[src/rtl/fdiv_seq.sv]
// fdiv_seq: issue/retire sequencer in front of the fixed-latency fdiv divider
module fdiv_seq #(
  parameter int LAT  = 16,
  parameter int TAGW = 4
) (
  input  logic            clk,
  input  logic            reset,
  input  logic            in_valid,
  output logic            in_ready,
  input  logic [31:0]     in_x,
  input  logic [31:0]     in_y,
  input  logic [TAGW-1:0] in_tag,
  output logic            out_valid,
  input  logic            out_ready,
  output logic [31:0]     out_rslt,
  output logic [4:0]      out_flag,
  output logic [TAGW-1:0] out_tag,
  output logic            div_req,
  output logic [31:0]     div_x,
  output logic [31:0]     div_y,
  input  logic [31:0]     div_rslt,
  input  logic [4:0]      div_flag,
  output logic [4:0]      fflags,
  input  logic            fflags_clr,
  output logic            busy
);
  localparam int CW = (LAT > 2) ? $clog2(LAT) : 1;
  typedef enum logic [1:0] {IDLE, ISSUE, WAIT, DONE} state_t;
  state_t state;
  logic [CW-1:0] wcnt;
  logic [TAGW-1:0] op_tag;
  logic accept;
  assign in_ready = (state == IDLE) || (state == DONE && out_ready);
  assign accept = in_valid && in_ready;
  assign busy = state != IDLE;
  // sequencer: latch operands, pulse req once, count out the divider latency, hold result until taken
  always_ff @(posedge clk) begin
    if (reset) begin
      state     <= IDLE;
      div_req   <= 1'b0;
      div_x     <= '0;
      div_y     <= '0;
      op_tag    <= '0;
      out_valid <= 1'b0;
      out_rslt  <= '0;
      out_flag  <= '0;
      out_tag   <= '0;
      fflags    <= '0;
      wcnt      <= '0;
    end else begin
      if (fflags_clr) fflags <= '0;
      if (accept) begin
        div_x   <= in_x;
        div_y   <= in_y;
        op_tag  <= in_tag;
        div_req <= 1'b1;
        state   <= ISSUE;
      end
      case (state)
        ISSUE: begin
          div_req <= 1'b0;
          wcnt    <= CW'(LAT - 1);
          state   <= WAIT;
        end
        WAIT: begin
          if (wcnt != '0) wcnt <= wcnt - CW'(1);
          else begin
            out_rslt  <= div_rslt;
            out_flag  <= div_flag;
            out_tag   <= op_tag;
            out_valid <= 1'b1;
            fflags    <= (fflags_clr ? 5'b0 : fflags) | div_flag;
            state     <= DONE;
          end
        end
        DONE: begin
          if (out_ready) begin
            out_valid <= 1'b0;
            if (!in_valid) state <= IDLE;
          end
        end
        default: ;
      endcase
    end
  end
endmodule

[config.mk]
export PLATFORM = sky130hd
export DESIGN_NAME = fdiv_seq
export DESIGN_NICKNAME = d
export VERILOG_FILES = /design/src/rtl/fdiv_seq.sv
export SDC_FILE = /design/constraint.sdc
export NUM_CORES = 1
export LEC_CHECK = 0
export CORE_ASPECT_RATIO = 0.7
export CORE_UTILIZATION = 37
export CTS_BUF_LIST = sky130_fd_sc_hd__clkbuf_16
export DETAILED_ROUTE_END_ITERATION = 10
export GPL_TIMING_DRIVEN = 0
export PLACE_DENSITY = 0.75
export REMOVE_ABC_BUFFERS = 1
export SYNTH_ARGS = -nofsm -noshare
export SYNTH_HDL_FRONTEND = slang
export SYNTH_SLANG_ARGS = --single-unit
[constraint.sdc]
create_clock -name clk -period 1.3 [get_ports clk]
set_input_delay 0.26 -clock clk [delete_from_list [all_inputs] [get_ports clk]]
set_output_delay 0.26 -clock clk [all_outputs]
set_load 0.03 [all_outputs]
==> Flow_metrics.wiki, run 1 <==
{| class="wikitable"
! Metric !! Value
|-
| CTS Buf Count || 17
|-
| Placed cell count || 892
|-
| Clock tree sinks || roughly 120
|-
| RSZ-0062 raised after global routing || true
|-
| Last weighted congestion value of the routability-driven placer || ~0.77
|-
| Crit Path Max Fanout || 19
|-
| Initial antenna violation count || 0
|-
| Adder and majority gate portion of the synthesized area || less than 1%
|-
| Number of global-route vias before repair || ~5100
|-
| Clock Skew || between 0.006 and 0.007 ns
|-
| Setup slack, reg-to-reg || -0.22 ns
|-
| Placement Rows || 34
|-
| Period utilization || 117%
|-
| Initial DRC count || about 220
|-
| Worst setup path endpoint || div_x[1]
|-
| Launch point of the worst path || state[1]
|-
| Setup CP Type || reg -> reg
|-
| Design Area, Final || about 0.0084 mm2
|-
| Num ports || about 220
|-
| Worst supply voltage drop on vdd || between 0.0009 and 0.001 V
|-
| Leading cell type in the layout, fill and taps excluded || sky130_fd_sc_hd__nand2_1
|-
| Growth of design area from synthesis to finish || 73.4%
|-
| Remaining DRCs || 31
|-
| Element type at the critical path start || register
|-
| Pin count of the biggest net entering global routing || roughly 140
|-
| Syn. warnings || 0
|-
| Number of levels in the clock H-tree || 4
|-
| Max-slew violations || 0
|-
| Number of setup violations in the final report || 120
|-
| Arrival time at the worst endpoint || roughly 1.8 ns
|-
| Shortest period the worst path allows || 1.52 ns
|-
| Number of vias after detailed routing || 4954
|-
| Non-Filler Instances || roughly 970
|-
| Root buffer selected by CTS || sky130_fd_sc_hd__clkbuf_16
|-
| Portion of netlist area occupied by mux cells || 14.1%
|-
| Synthesized area divided by synthesized cell count || between 8 and 9 um2
|-
| FILL cells || a little under 1000
|-
| Worst-path clk slew || around 0.060 ns
|-
| Overall overflow remaining after global route || 0
|-
| Synthesized instance count || roughly 550
|-
| Fraction of synthesized cell area in xor and xnor cells || 0%
|-
| Main combinational cell family by area after synthesis || simple AND/OR/NAND/NOR gates
|-
| Worst setup slack after layout || -0.218 ns
|-
| Post-detailed-placement cell area || between 0.007 and 0.008 mm2
|-
| Global router's overall resource usage || roughly a quarter
|-
| HPWL reported at the end of detailed placement || between 9000 and 10000 um
|-
| Max-capacitance violation count || 0
|-
| Hold slack final || ~0.27 ns
|-
| DR vias/cell || just over 5
|-
| Layout cells sized above 1 || a little under two fifths
|-
| Max-slew headroom || 74.8%
|-
| Die Area || 0.0135 mm2
|-
| Power per Cell Area || ~1500 mW/mm2
|-
| Average routed wire per standard cell || around 18 um
|-
| Part of the power in combinational logic || around 28%
|-
| Initial cell density of the core || between 30% and 40%
|-
| Worst Hold Class || in -> reg
|-
| Worst Path Required || 1.62 ns
|-
| Seq/Total Area, Yosys || between 50% and 60%
|-
| X dimension of the die || 138 um
|-
| Switching Share || a little under a third
|-
| Reg2reg end || div_x[1]
|-
| Final layout net count || about 900
|-
| Total Wirelength || 17100 um
|-
| Pre-CTS worst setup slack || -2.33 ns
|-
| Number of nets with antenna violations after routing || 0
|-
| Simple-gate share of the synthesized area || between 15 and 20%
|-
| Netlist area before placement || roughly 0.0048 mm2
|-
| Commonest cells after routing, fill and taps aside || 140 x sky130_fd_sc_hd__nand2_1, 116 x sky130_fd_sc_hd__dfxtp_1, 112 x sky130_fd_sc_hd__buf_2, 108 x sky130_fd_sc_hd__clkdlybuf4s50_1, 66 x sky130_fd_sc_hd__mux2i_1
|-
| Number of hold-slack violations in the final timing report || 0
|-
| Clock network latency to the later pin of the worst-skew pair || about 0.40 ns
|-
| Endpoint class of the critical path || register
|-
| Leakage dissipation || ~3.5 nW
|-
| # port buffers || about 220
|-
| Violations in the final reports || DRC, setup timing
|-
| Y dimension of the die || just under 100 um
|-
| Worst Reg-to-Reg Cells || 5
|-
| Number of library cell types mapped by synthesis || 34
|-
| Detailed-router iteration count before antenna repair || 8
|-
| Buffer levels on the longest clock path || 2
|-
| Pint || approximately 8.6 mW
|-
| Transition time of the tightest slew-check pin || between 0.3 and 0.4 ns
|-
| Top achievable clock speed || about 660 MHz
|-
| CTS tree || built
|-
| Total of hold buffers inserted after clock tree synthesis || 0
|-
| Share of total power in sequential cells || 34.4%
|-
| Wire length of the first global-routing pass || 26600 um
|-
| Antenna Cells || 0
|-
| Clock share of power || a little under two fifths
|-
| Fraction of the mapped netlist area in compound gates || between 10 and 15%
|-
| Placeable core region || 0.0125 mm2
|-
| Final cell utilization of the core || 66.6%
|-
| Result of the run || finished, violations left
|-
| Synthesis-stage register bit count || 122
|-
| Launch point of the worst reg-to-reg path || state[1]
|-
| P_sw || about 3.9 mW
|}
per-stage QoR:
stage | setup TNS (ns) | power (mW)
after global routing | -23.53 | 13.0
after CTS | -15.83 | 12.4
after floorplan | -355.60 | 5.80
final | -16.85 | 12.5
after detailed placement | -165.80 | 6.95
after global placement | -550.78 | 6.97
metal layers:
metal / vias up / track usage (%) / share of wire [%]
li1: 2380 / - / -
met1: 2368 / 29.0 / 42
met2: 184 / 42.7 / 48
met3: 22 / 8.77 / 8.6
met4: 0 / 10.1 / 1.7
met5: - / 0 / 0
worst max-delay path: stages, from the launching register on:
cell and delay (ns):
sky130_fd_sc_hd__dfxtp_4 0.36, sky130_fd_sc_hd__or2_4 0.28, sky130_fd_sc_hd__a21boi_4 0.17, sky130_fd_sc_hd__buf_12 0.18
sky130_fd_sc_hd__buf_16 0.19, sky130_fd_sc_hd__mux2i_2 0.23
cells by family after synthesis:
family / count (synthesis)
buffers and inverters: 54
AND/OR/NAND/NOR: 206
AO/OA/AOI/OAI: 100
multiplexers: 68
adder cells (fa/ha/maj): 1
flip-flops: 122
power by group through the flow:
stage | Clock [mW] | Sequential (mW) | Combinational, mW
after global routing | 4.94 | 4.35 | 3.71
after floorplan | 0 | 4.87 | 0.934
after detailed placement | 0 | 4.39 | 2.56
after CTS | 4.73 | 4.31 | 3.34
after global placement | 0 | 4.37 | 2.60
final | 4.69 | 4.31 | 3.53
synthesized netlist by cell type:
cell / instances / area, um2
sky130_fd_sc_hd__nand2_1: 143 / 537
sky130_fd_sc_hd__dfxtp_1: 122 / 2440
sky130_fd_sc_hd__mux2i_1: 68 / 681
sky130_fd_sc_hd__a21oi_1: 48 / 240
sky130_fd_sc_hd__nand3_1: 41 / 205
sky130_fd_sc_hd__o21ai_0: 41 / 205
sky130_fd_sc_hd__clkbuf_1: 32 / 120
sky130_fd_sc_hd__buf_4: 9 / 67.6
sky130_fd_sc_hd__nand2b_1: 6 / 37.5
sky130_fd_sc_hd__buf_2: 5 / 25.0
sky130_fd_sc_hd__nor2_1: 5 / 18.8
sky130_fd_sc_hd__buf_6: 3 / 33.8
sky130_fd_sc_hd__inv_1: 3 / 11.3
sky130_fd_sc_hd__a211oi_1: 2 / 15.0
sky130_fd_sc_hd__a31oi_1: 2 / 12.5
sky130_fd_sc_hd__clkinv_1: 2 / 7.51
sky130_fd_sc_hd__nor2b_1: 2 / 12.5
sky130_fd_sc_hd__a21bo_2: 1 / 10.0
sky130_fd_sc_hd__a21boi_1: 1 / 7.51
sky130_fd_sc_hd__a221oi_1: 1 / 8.76
sky130_fd_sc_hd__a41o_1: 1 / 10.0
sky130_fd_sc_hd__and3b_1: 1 / 8.76
sky130_fd_sc_hd__and4bb_1: 1 / 12.5
sky130_fd_sc_hd__ha_1: 1 / 12.5
sky130_fd_sc_hd__nand3_2: 1 / 10.0
sky130_fd_sc_hd__nand4_1: 1 / 6.26
sky130_fd_sc_hd__nand4bb_1: 1 / 11.3
sky130_fd_sc_hd__nor3_1: 1 / 5.00
sky130_fd_sc_hd__nor4_1: 1 / 6.26
sky130_fd_sc_hd__o21ai_1: 1 / 5.00
sky130_fd_sc_hd__o21bai_1: 1 / 7.51
sky130_fd_sc_hd__o311a_1: 1 / 10.0
sky130_fd_sc_hd__or2_1: 1 / 6.26
sky130_fd_sc_hd__or3b_2: 1 / 8.76
state kept, by name, indices dropped and copies added, names as in the netlist:
| name | flops |
|---|---|
| div_x | 32 |
| div_y | 32 |
| out_rslt | 32 |
| fflags | 5 |
| out_flag | 5 |
| op_tag | 4 |
| out_tag | 4 |
| wcnt | 4 |
| state | 2 |
| div_req | 1 |
| out_valid | 1 |
final cells by class:
class                      count  area [um2]  area share, %
timing repair buffer         269        2350           28.1
clock inverter                15         160           1.92
sequential                   122        2460           29.4
clock buffer                  17         425           5.09
inverter                       5        73.8          0.884
multi-input combinational    382        2680           32.1
tap                          162         203           2.43
worst min path at each step:
stage              start           end  slack, ns  cells past startpoint
2_1_floorplan      reset     fflags[0]       0.33                      1
3_3_place_gp   div_y[26]     div_y[26]       0.44                      2
4_1_cts            reset  out_rslt[24]       0.28                      2
3_5_place_dp   fflags[4]     fflags[4]       0.44                      2
6_report           reset   out_rslt[5]       0.27                      2
5_1_grt            reset   out_rslt[5]       0.27                      2
repair_timing:
action / CTS / global route
pin swaps: 49 / 27
buffers inserted: 27 / 8
gates cloned: 13 / 0
setup endpoints to repair: 234 / 143
resized for setup: 684 / 79
Power figures use the tool's default switching activity.
==> run 2: changes to the inputs <==
--- a/config.mk
+++ b/config.mk
@@ -6,8 +6,10 @@
 export NUM_CORES = 1
 export LEC_CHECK = 0
 export CORE_ASPECT_RATIO = 0.7
+export CORE_MARGIN = 2
 export CORE_UTILIZATION = 37
 export CTS_BUF_LIST = sky130_fd_sc_hd__clkbuf_16
+export CTS_CLUSTER_SIZE = 16
 export DETAILED_ROUTE_END_ITERATION = 10
 export GPL_TIMING_DRIVEN = 0
 export PLACE_DENSITY = 0.75
==> constraint.sdc (replaced) <==
create_clock -name clk -period 1.35 [get_ports clk]
set_input_delay 0.27 -clock clk [delete_from_list [all_inputs] [get_ports clk]]
set_output_delay 0.27 -clock clk [all_outputs]
set_load 0.03 [all_outputs]
==> run 2 against run 1 <==
The run ends with setup timing left. Clock power is 14% lower. Non-clock buffer count rose by 9. Clock-buffer cell count is the same. First-iteration DRC count is 20% higher. Register-to-register slack hardly changed. Wire length up 9.2%. Worst hold slack better by 0.10 ns. Sequential power decreased by 3%. Die area rose by 3.5%.
==> Flow_metrics.wiki, run 2 (same netlist as run 1, synthesis figures left out) <==
{| class="wikitable"
! Metric !! Value
|-
| Placed cell count || 892 (unchanged)
|-
| Wire length of the first global-routing pass || 27400 um (was 26600 um)
|-
| Max incr delay on CP || 0.37 ns (was 0.36 ns)
|-
| Pint || 8.11 mW (was 8.65 mW)
|-
| Worst supply voltage drop on vdd || 0.000894 V (was 0.000947 V)
|-
| Number of levels in the clock H-tree || 4 (unchanged)
|-
| Average routed wire per standard cell || 19.1 um (was 17.6 um)
|-
| Setup_tns || -16.27 ns (was -16.85 ns)
|-
| Remaining DRCs || 0 (was 31)
|-
| Number of setup violations in the final report || 123 (was 120)
|-
| Launch point of the worst path || state[0] (was state[1])
|-
| Switching Share || 31.7% (was 31.0%)
|-
| Layout cells sized above 1 || 37.2% (was 36.8%)
|-
| HPWL reported at the end of detailed placement || 9580 um (was 9350 um)
|-
| DR vias/cell || 5.17 (was 5.10)
|-
| Number of global-route vias before repair || 5116 (was 5130)
|-
| Root buffer selected by CTS || sky130_fd_sc_hd__clkbuf_16 (unchanged)
|-
| Chain of cells forming the critical path || or2_4, a21boi_4, buf_12, buf_16, buf_16, mux2i_1 (was or2_4, a21boi_4, buf_12, buf_16, mux2i_2)
|-
| Overall overflow remaining after global route || 0 (unchanged)
|-
| Worst-path clk slew || 0.06 ns (about the same)
|-
| Initial antenna violation count || 1 (was 0)
|-
| Number of vias after detailed routing || 5068 (was 4954)
|-
| CTS Buf Count || 17 (unchanged)
|-
| Pin count of the biggest net entering global routing || 141 (unchanged)
|-
| Placement Rows || 34 (unchanged)
|-
| Top achievable clock speed || 636 MHz (was 659 MHz)
|-
| Detailed-router iteration count before antenna repair || 4 (was 8)
|-
| Cell seen most often among critical-path stages || sky130_fd_sc_hd__buf_16
|-
| Worst Hold Class || in -> reg (unchanged)
|-
| Element type at the critical path start || register (unchanged)
|-
| Y dimension of the die || 99.5 um (was 97.5 um)
|-
| Worst Path Required || 1.67 ns (was 1.62 ns)
|-
| Global router's overall resource usage || 25.0% (was 25.2%)
|-
| Launch point of the worst reg-to-reg path || state[0] (was state[1])
|-
| Setup CP Type || reg -> reg (unchanged)
|-
| Buffers & Inverters on Critical Path || 3 (was 2)
|-
| Arrival time at the worst endpoint || 1.89 ns (was 1.84 ns)
|-
| P_sw || 3.76 mW (was 3.88 mW)
|-
| Initial cell density of the core || 38.4% (unchanged)
|-
| Number of hold-slack violations in the final timing report || 0 (unchanged)
|-
| Part of the power in combinational logic || 31.0% (was 28.2%)
|-
| Shortest period the worst path allows || 1.57 ns (was 1.52 ns)
|-
| Period utilization || 116% (was 117%)
|-
| Max-slew violations || 0 (unchanged)
|-
| Buffer levels on the longest clock path || 2 (unchanged)
|-
| Crit Path Max Fanout || 6 (was 19)
|-
| Largest delay contributor family on the critical path || buffers and inverters (unchanged)
|-
| RSZ-0062 raised after global routing || true (unchanged)
|-
| CTS tree || built (unchanged)
|-
| Leading cell type in the layout, fill and taps excluded || sky130_fd_sc_hd__nand2_1 (unchanged)
|-
| Clock share of power || 34.0% (was 37.4%)
|-
| Die Area || 0.0140 mm2 (was 0.0135 mm2)
|-
| Result of the run || finished, violations left (unchanged)
|-
| Reg2reg end || div_y[10] (was div_x[1])
|-
| Worst Reg-to-Reg Cells || 6 (was 5)
|-
| Transition time of the tightest slew-check pin || 0.570 ns (was 0.378 ns)
|-
| Last weighted congestion value of the routability-driven placer || 0.787 (was 0.766)
|-
| Number of nets with antenna violations after routing || 0 (unchanged)
|-
| Leakage dissipation || 3.48 nW (was 3.51 nW)
|-
| Depth of the worst hold-timing path || 3 (was 2)
|-
| X dimension of the die || 140 um (was 138 um)
|-
| Placeable core region || 0.0125 mm2 (unchanged)
|-
| Total Wirelength || 18700 um (was 17100 um)
|-
| Power per Cell Area || 1350 mW/mm2 (was 1500 mW/mm2)
|-
| Non-Filler Instances || 980 (was 972)
|-
| Total of hold buffers inserted after clock tree synthesis || 0 (unchanged)
|-
| Regs by FF count || div_x: 32 flops, div_y: 32 flops, out_rslt: 32 flops (unchanged)
|-
| Final layout net count || 917 (was 908)
|-
| Commonest cells after routing, fill and taps aside || 140 x sky130_fd_sc_hd__nand2_1, 116 x sky130_fd_sc_hd__dfxtp_1, 108 x sky130_fd_sc_hd__clkdlybuf4s50_1, 66 x sky130_fd_sc_hd__mux2i_1, 61 x sky130_fd_sc_hd__buf_2 (was 140 x sky130_fd_sc_hd__nand2_1, 116 x sky130_fd_sc_hd__dfxtp_1, 112 x sky130_fd_sc_hd__buf_2, 108 x sky130_fd_sc_hd__clkdlybuf4s50_1, 66 x sky130_fd_sc_hd__mux2i_1)
|-
| Num ports || 224 (unchanged)
|-
| Clock Skew || 0.00998 ns (was 0.00627 ns)
|-
| Max-slew headroom || 62.0% (was 74.8%)
|-
| Logic depth of the worst setup path including buffers || 6 (was 5)
|-
| Endpoint class of the critical path || register (unchanged)
|-
| Clock tree sinks || 122 (unchanged)
|-
| Violations in the final reports || setup timing (was DRC, setup timing)
|-
| Growth of design area from synthesis to finish || 82.4% (was 73.4%)
|-
| Clock network latency to the later pin of the worst-skew pair || 0.41 ns (was 0.40 ns)
|-
| Worst setup slack after layout || -0.221 ns (was -0.218 ns)
|-
| # port buffers || 223 (unchanged)
|-
| Share of total power in sequential cells || 35.1% (was 34.4%)
|-
| Slowest cell on the critical path || sky130_fd_sc_hd__dfxtp_4 (unchanged)
|-
| Setup slack, reg-to-reg || -0.22 ns (about the same)
|-
| Initial DRC count || 269 (was 224)
|-
| Worst setup path endpoint || div_y[10] (was div_x[1])
|-
| Max-capacitance violation count || 0 (unchanged)
|}
==> run 2: changes by cell type in the layout (fill, tap and decap cells not counted), moves of 6 or more <==
cell                              before  now
sky130_fd_sc_hd__o21ai_1               7   13
sky130_fd_sc_hd__clkdlybuf4s15_2       0   47
sky130_fd_sc_hd__o21ai_2              32   19
sky130_fd_sc_hd__buf_6                12   20
sky130_fd_sc_hd__clkdlybuf4s18_2       0    6
sky130_fd_sc_hd__buf_2               112   61
sky130_fd_sc_hd__a21oi_1              25   19
==> run 2: worst reg2reg max path: cells and delay by family (launching register included) <==
kind / cells / cell delay, ns
AO/OA/AOI/OAI: 1 / 0.17
buffers and inverters: 3 / 0.43
flip-flops: 1 / 0.37
multiplexers: 1 / 0.23
AND/OR/NAND/NOR: 1 / 0.28
==> run 2: area by class of cell <==
| class | instances | area, um2 |
|---|---|---|
| fillers | 920 | 3760 |
| repair buffers | 278 | 2840 |
| multi-input cells | 382 | 2720 |
| flip-flops and latches | 122 | 2460 |
| clock buffers | 17 | 425 |
| well taps | 162 | 203 |
| clock inverters | 13 | 90.1 |
| inverters | 5 | 43.8 |
| diodes | 1 | 2.50 |
==> run 2: worst min path at each step <==
stage	end	slack (ns)	from
CTS	fflags[3]	0.33	reset
global placement	div_x[10]	0.44	div_x[10]
floorplan	fflags[0]	0.34	reset
global route	fflags[2]	0.36	reset
detailed placement	div_x[30]	0.45	div_x[30]
finish	out_rslt[25]	0.37	reset
==> run 2: power by group through the flow <==
stage	combinational [mW]	sequential [mW]	clock, mW
floorplan	0.900	4.69	0
global placement	2.50	4.20	0
detailed placement	2.45	4.22	0
CTS	3.38	4.15	4.10
global route	3.85	4.19	4.30
finish	3.67	4.16	4.03
==> run 2: per-layer routing <==
metal  GRT usage (%)  up-vias  share of wire (%)
li1                -     2404                  -
met1            29.0     2404                 40
met2            42.9      225                 49
met3            10.0       35                9.2
met4            7.54        0                1.8
met5               0        -                  0
==> run 2: through the flow <==
step	setup slack (ns)	hold WS (ns)	instance area (um2)	util, %	power [mW]
finish	-0.221	0.368	8790	70.0	11.9
global route	-0.254	0.358	8790	70.0	12.3
CTS	-0.203	0.333	8730	69.6	11.6
detailed placement	-2.21	0.447	7110	56.7	6.67
global placement	-6.24	0.441	7010	55.8	6.71
floorplan	-4.47	0.339	4570	-	5.59
==> run 2: repair_timing <==
| action | 4_1_cts | 5_1_grt |
|---|---|---|
| buffers inserted | 35 | 6 |
| endpoints found under the hold margin | 0 | 0 |
| gates resized for setup | 466 | 216 |
| endpoints found under the setup margin | 234 | 173 |
| pin swaps | 33 | 30 |
| gates cloned | 15 | 4 |
==> run 3: changes to the inputs <==
--- a/config.mk
+++ b/config.mk
@@ -12,8 +12,10 @@
 export CTS_CLUSTER_SIZE = 16
 export DETAILED_ROUTE_END_ITERATION = 10
 export GPL_TIMING_DRIVEN = 0
+export HOLD_SLACK_MARGIN = 0.02
 export PLACE_DENSITY = 0.75
 export REMOVE_ABC_BUFFERS = 1
+export SLEW_MARGIN = 30
 export SYNTH_ARGS = -nofsm -noshare
 export SYNTH_HDL_FRONTEND = slang
 export SYNTH_SLANG_ARGS = --single-unit
==> run 3 against run 2 <==
The run still ends with setup timing left. Core utilization fell by 4.8 points. Combinational power shrank 17%. Non-clock buffer count is 23 lower. Register-to-register slack improved by 0.03 ns. Clock-buffer cell count unchanged. Clock skew hardly changed. Via count decreased by 4.3%. Setup slack improved by 0.027 ns. Power fell by 2.7%. Cell area down 6.9%. Critical path type unchanged. Critical endpoint is now out_rslt[26]. Largest cell class unchanged.
==> Flow_metrics.wiki, run 3 (same netlist as run 1, synthesis figures left out) <==
{| class="wikitable"
! Metric !! Value
|-
| Result of the run || finished, violations left (unchanged)
|-
| Violations in the final reports || setup timing (unchanged)
|-
| Global router's overall resource usage || 22.4% (was 25.0%)
|-
| Non-Filler Instances || 954 (was 980)
|-
| Buffer levels on the longest clock path || 2 (unchanged)
|-
| Average routed wire per standard cell || 17.5 um (was 19.1 um)
|-
| Clock tree sinks || 122 (unchanged)
|-
| Last weighted congestion value of the routability-driven placer || 0.787 (unchanged)
|-
| Die Area || 0.0140 mm2 (unchanged)
|-
| DR vias/cell || 5.08 (was 5.17)
|-
| Overall overflow remaining after global route || 0 (unchanged)
|-
| Pin count of the biggest net entering global routing || 94 (was 141)
|-
| Number of global-route vias before repair || 4973 (was 5116)
|-
| Leading cell type in the layout, fill and taps excluded || sky130_fd_sc_hd__nand2_1 (unchanged)
|-
| Met2 routed WL || 8090 um (was 9110 um)
|-
| Num ports || 224 (unchanged)
|-
| Worst supply voltage drop on vdd || 0.000934 V (was 0.000894 V)
|-
| Element type at the critical path start || register (unchanged)
|-
| Layout cells sized above 1 || 28.2% (was 37.2%)
|-
| Number of setup violations in the final report || 115 (was 123)
|-
| Crit Path Max Fanout || 16 (was 6)
|-
| Period utilization || 114% (was 116%)
|-
| Arrival time at the worst endpoint || 1.87 ns (was 1.89 ns)
|-
| Max-capacitance violation count || 0 (unchanged)
|-
| Number of nets with antenna violations after routing || 0 (unchanged)
|-
| Max incr delay on CP || 0.40 ns (was 0.37 ns)
|-
| Wire length of the first global-routing pass || 24900 um (was 27400 um)
|-
| Cell seen most often among critical-path stages || sky130_fd_sc_hd__buf_4 (was sky130_fd_sc_hd__buf_16)
|-
| CTS Buf Count || 17 (unchanged)
|-
| Setup CP Type || reg -> reg (unchanged)
|-
| Number of levels in the clock H-tree || 4 (unchanged)
|-
| HPWL reported at the end of detailed placement || 9980 um (was 9580 um)
|-
| Total of hold buffers inserted after clock tree synthesis || 0 (unchanged)
|-
| Total Wirelength || 16700 um (was 18700 um)
|-
| Y dimension of the die || 99.5 um (unchanged)
|-
| Number of vias after detailed routing || 4849 (was 5068)
|-
| Initial DRC count || 212 (was 269)
|-
| Setup_tns || -13.31 ns (was -16.27 ns)
|-
| Leakage dissipation || 3.27 nW (was 3.48 nW)
|-
| Chain of cells forming the critical path || buf_4, and4bb_4, buf_4, buf_8, nand3_1, a21oi_1 (was or2_4, a21boi_4, buf_12, buf_16, buf_16, mux2i_1)
|-
| Endpoint class of the critical path || register (unchanged)
|-
| RSZ-0062 raised after global routing || true (unchanged)
|-
| Top Metal Used || met4 (unchanged)
|-
| Antenna Cells || 0 (was 1)
|-
| Placement Rows || 34 (unchanged)
|-
| Clock Skew || 0.0102 ns (was 0.00998 ns)
|-
| Initial antenna violation count || 0 (was 1)
|-
| X dimension of the die || 140 um (unchanged)
|-
| Shortest period the worst path allows || 1.54 ns (was 1.57 ns)
|-
| Worst setup slack after layout || -0.194 ns (was -0.221 ns)
|-
| Power per Cell Area || 1410 mW/mm2 (was 1350 mW/mm2)
|-
| Initial cell density of the core || 38.4% (unchanged)
|-
| Final layout net count || 892 (was 917)
|-
| Remaining DRCs || 0 (unchanged)
|-
| Number of hold-slack violations in the final timing report || 0 (unchanged)
|-
| Worst Path Required || 1.68 ns (was 1.67 ns)
|-
| Placeable core region || 0.0125 mm2 (unchanged)
|-
| Root buffer selected by CTS || sky130_fd_sc_hd__clkbuf_16 (unchanged)
|-
| Buffers & Inverters on Critical Path || 3 (unchanged)
|-
| CTS tree || built (unchanged)
|-
| Transition time of the tightest slew-check pin || 0.401 ns (was 0.570 ns)
|-
| Clock network latency to the later pin of the worst-skew pair || 0.41 ns (about the same)
|-
| Worst-path clk slew || 0.05 ns (was 0.06 ns)
|-
| Top achievable clock speed || 648 MHz (was 636 MHz)
|-
| Max-slew headroom || 73.1% (was 62.0%)
|-
| Routed met3 length || 1620 um (was 1730 um)
|-
| Detailed-router iteration count before antenna repair || 6 (was 4)
|-
| Placed cell count || 894 (was 892)
|-
| Commonest cells after routing, fill and taps aside || 142 x sky130_fd_sc_hd__nand2_1, 116 x sky130_fd_sc_hd__dfxtp_1, 108 x sky130_fd_sc_hd__clkdlybuf4s50_1, 67 x sky130_fd_sc_hd__mux2i_1, 57 x sky130_fd_sc_hd__buf_2 (was 140 x sky130_fd_sc_hd__nand2_1, 116 x sky130_fd_sc_hd__dfxtp_1, 108 x sky130_fd_sc_hd__clkdlybuf4s50_1, 66 x sky130_fd_sc_hd__mux2i_1, 61 x sky130_fd_sc_hd__buf_2)
|-
| Largest delay contributor family on the critical path || simple AND/OR/NAND/NOR gates (was buffers and inverters)
|-
| Slowest cell on the critical path || sky130_fd_sc_hd__and4bb_4 (was sky130_fd_sc_hd__dfxtp_4)
|-
| # port buffers || 223 (unchanged)
|-
| Met1 Wirelength || 6690 um (was 7530 um)
|-
| Growth of design area from synthesis to finish || 69.8% (was 82.4%)
|-
| Hold slack final || 0.277 ns (was 0.368 ns)
|-
| Worst Hold Class || in -> reg (unchanged)
|-
| Regs by FF count || div_x: 32 flops, div_y: 32 flops, out_rslt: 32 flops (unchanged)
|-
| Max-slew violations || 0 (unchanged)
|}
==> run 3: per-stage QoR <==
| step | setup slack (ns) | area [um2] | utilization [%] | total power [mW] |
|---|---|---|---|---|
| after detailed placement | -1.04 | 7170 | 57.2 | 6.71 |
| after global routing | -0.223 | 8180 | 65.2 | 12.0 |
| after CTS | -0.195 | 8240 | 65.7 | 11.5 |
| after floorplan | -4.47 | 4570 | - | 5.59 |
| after global placement | -6.24 | 7010 | 55.8 | 6.71 |
| final | -0.194 | 8180 | 65.2 | 11.5 |
==> run 3: final timing paths <==
check               from      endpoint  slack (ns)  cells after the start
max reg2reg     state[0]  out_rslt[26]       -0.19                      6
max             state[0]  out_rslt[26]       -0.19                      6
min                reset  out_rslt[20]        0.28                      2
min reg2reg  out_flag[4]   out_flag[4]        0.45                      2
==> run 3: worst reg2reg max path, stage by stage (launching register included) <==
cell and delay [ns]:
sky130_fd_sc_hd__dfxtp_4 0.36, sky130_fd_sc_hd__buf_4 0.19, sky130_fd_sc_hd__and4bb_4 0.40, sky130_fd_sc_hd__buf_4 0.14, sky130_fd_sc_hd__buf_8 0.11, sky130_fd_sc_hd__nand3_1 0.10
sky130_fd_sc_hd__a21oi_1 0.16
==> run 3: metal layers <==
metal / GRT usage [%] / vias up
met5: 0 / -
met4: 8.78 / 0
met3: 9.10 / 23
met2: 37.2 / 191
met1: 26.1 / 2300
li1: - / 2335
==> run 3: layout make-up <==
type                    count  area (um2)
multi-input cells         380        2390
flip-flops and latches    122        2460
clock inverters            13         136
inverters                   5        43.8
well taps                 162         203
clock buffers              17         425
repair buffers            255        2520
fillers                  1026        4370
==> run 3: where the power goes <==
group | switching (mW) | internal, mW
Sequential | 0.218 | 3.92
Combinational | 1.65 | 1.38
Clock | 1.55 | 2.83
==> run 3: what timing repair did <==
item                                    CTS  global route
endpoints found under the setup margin  234           175
cloned                                    5             4
pin swaps                                 7             4
endpoints found under the hold margin     0             0
resized for setup                       401           157
buffers inserted                         14             7
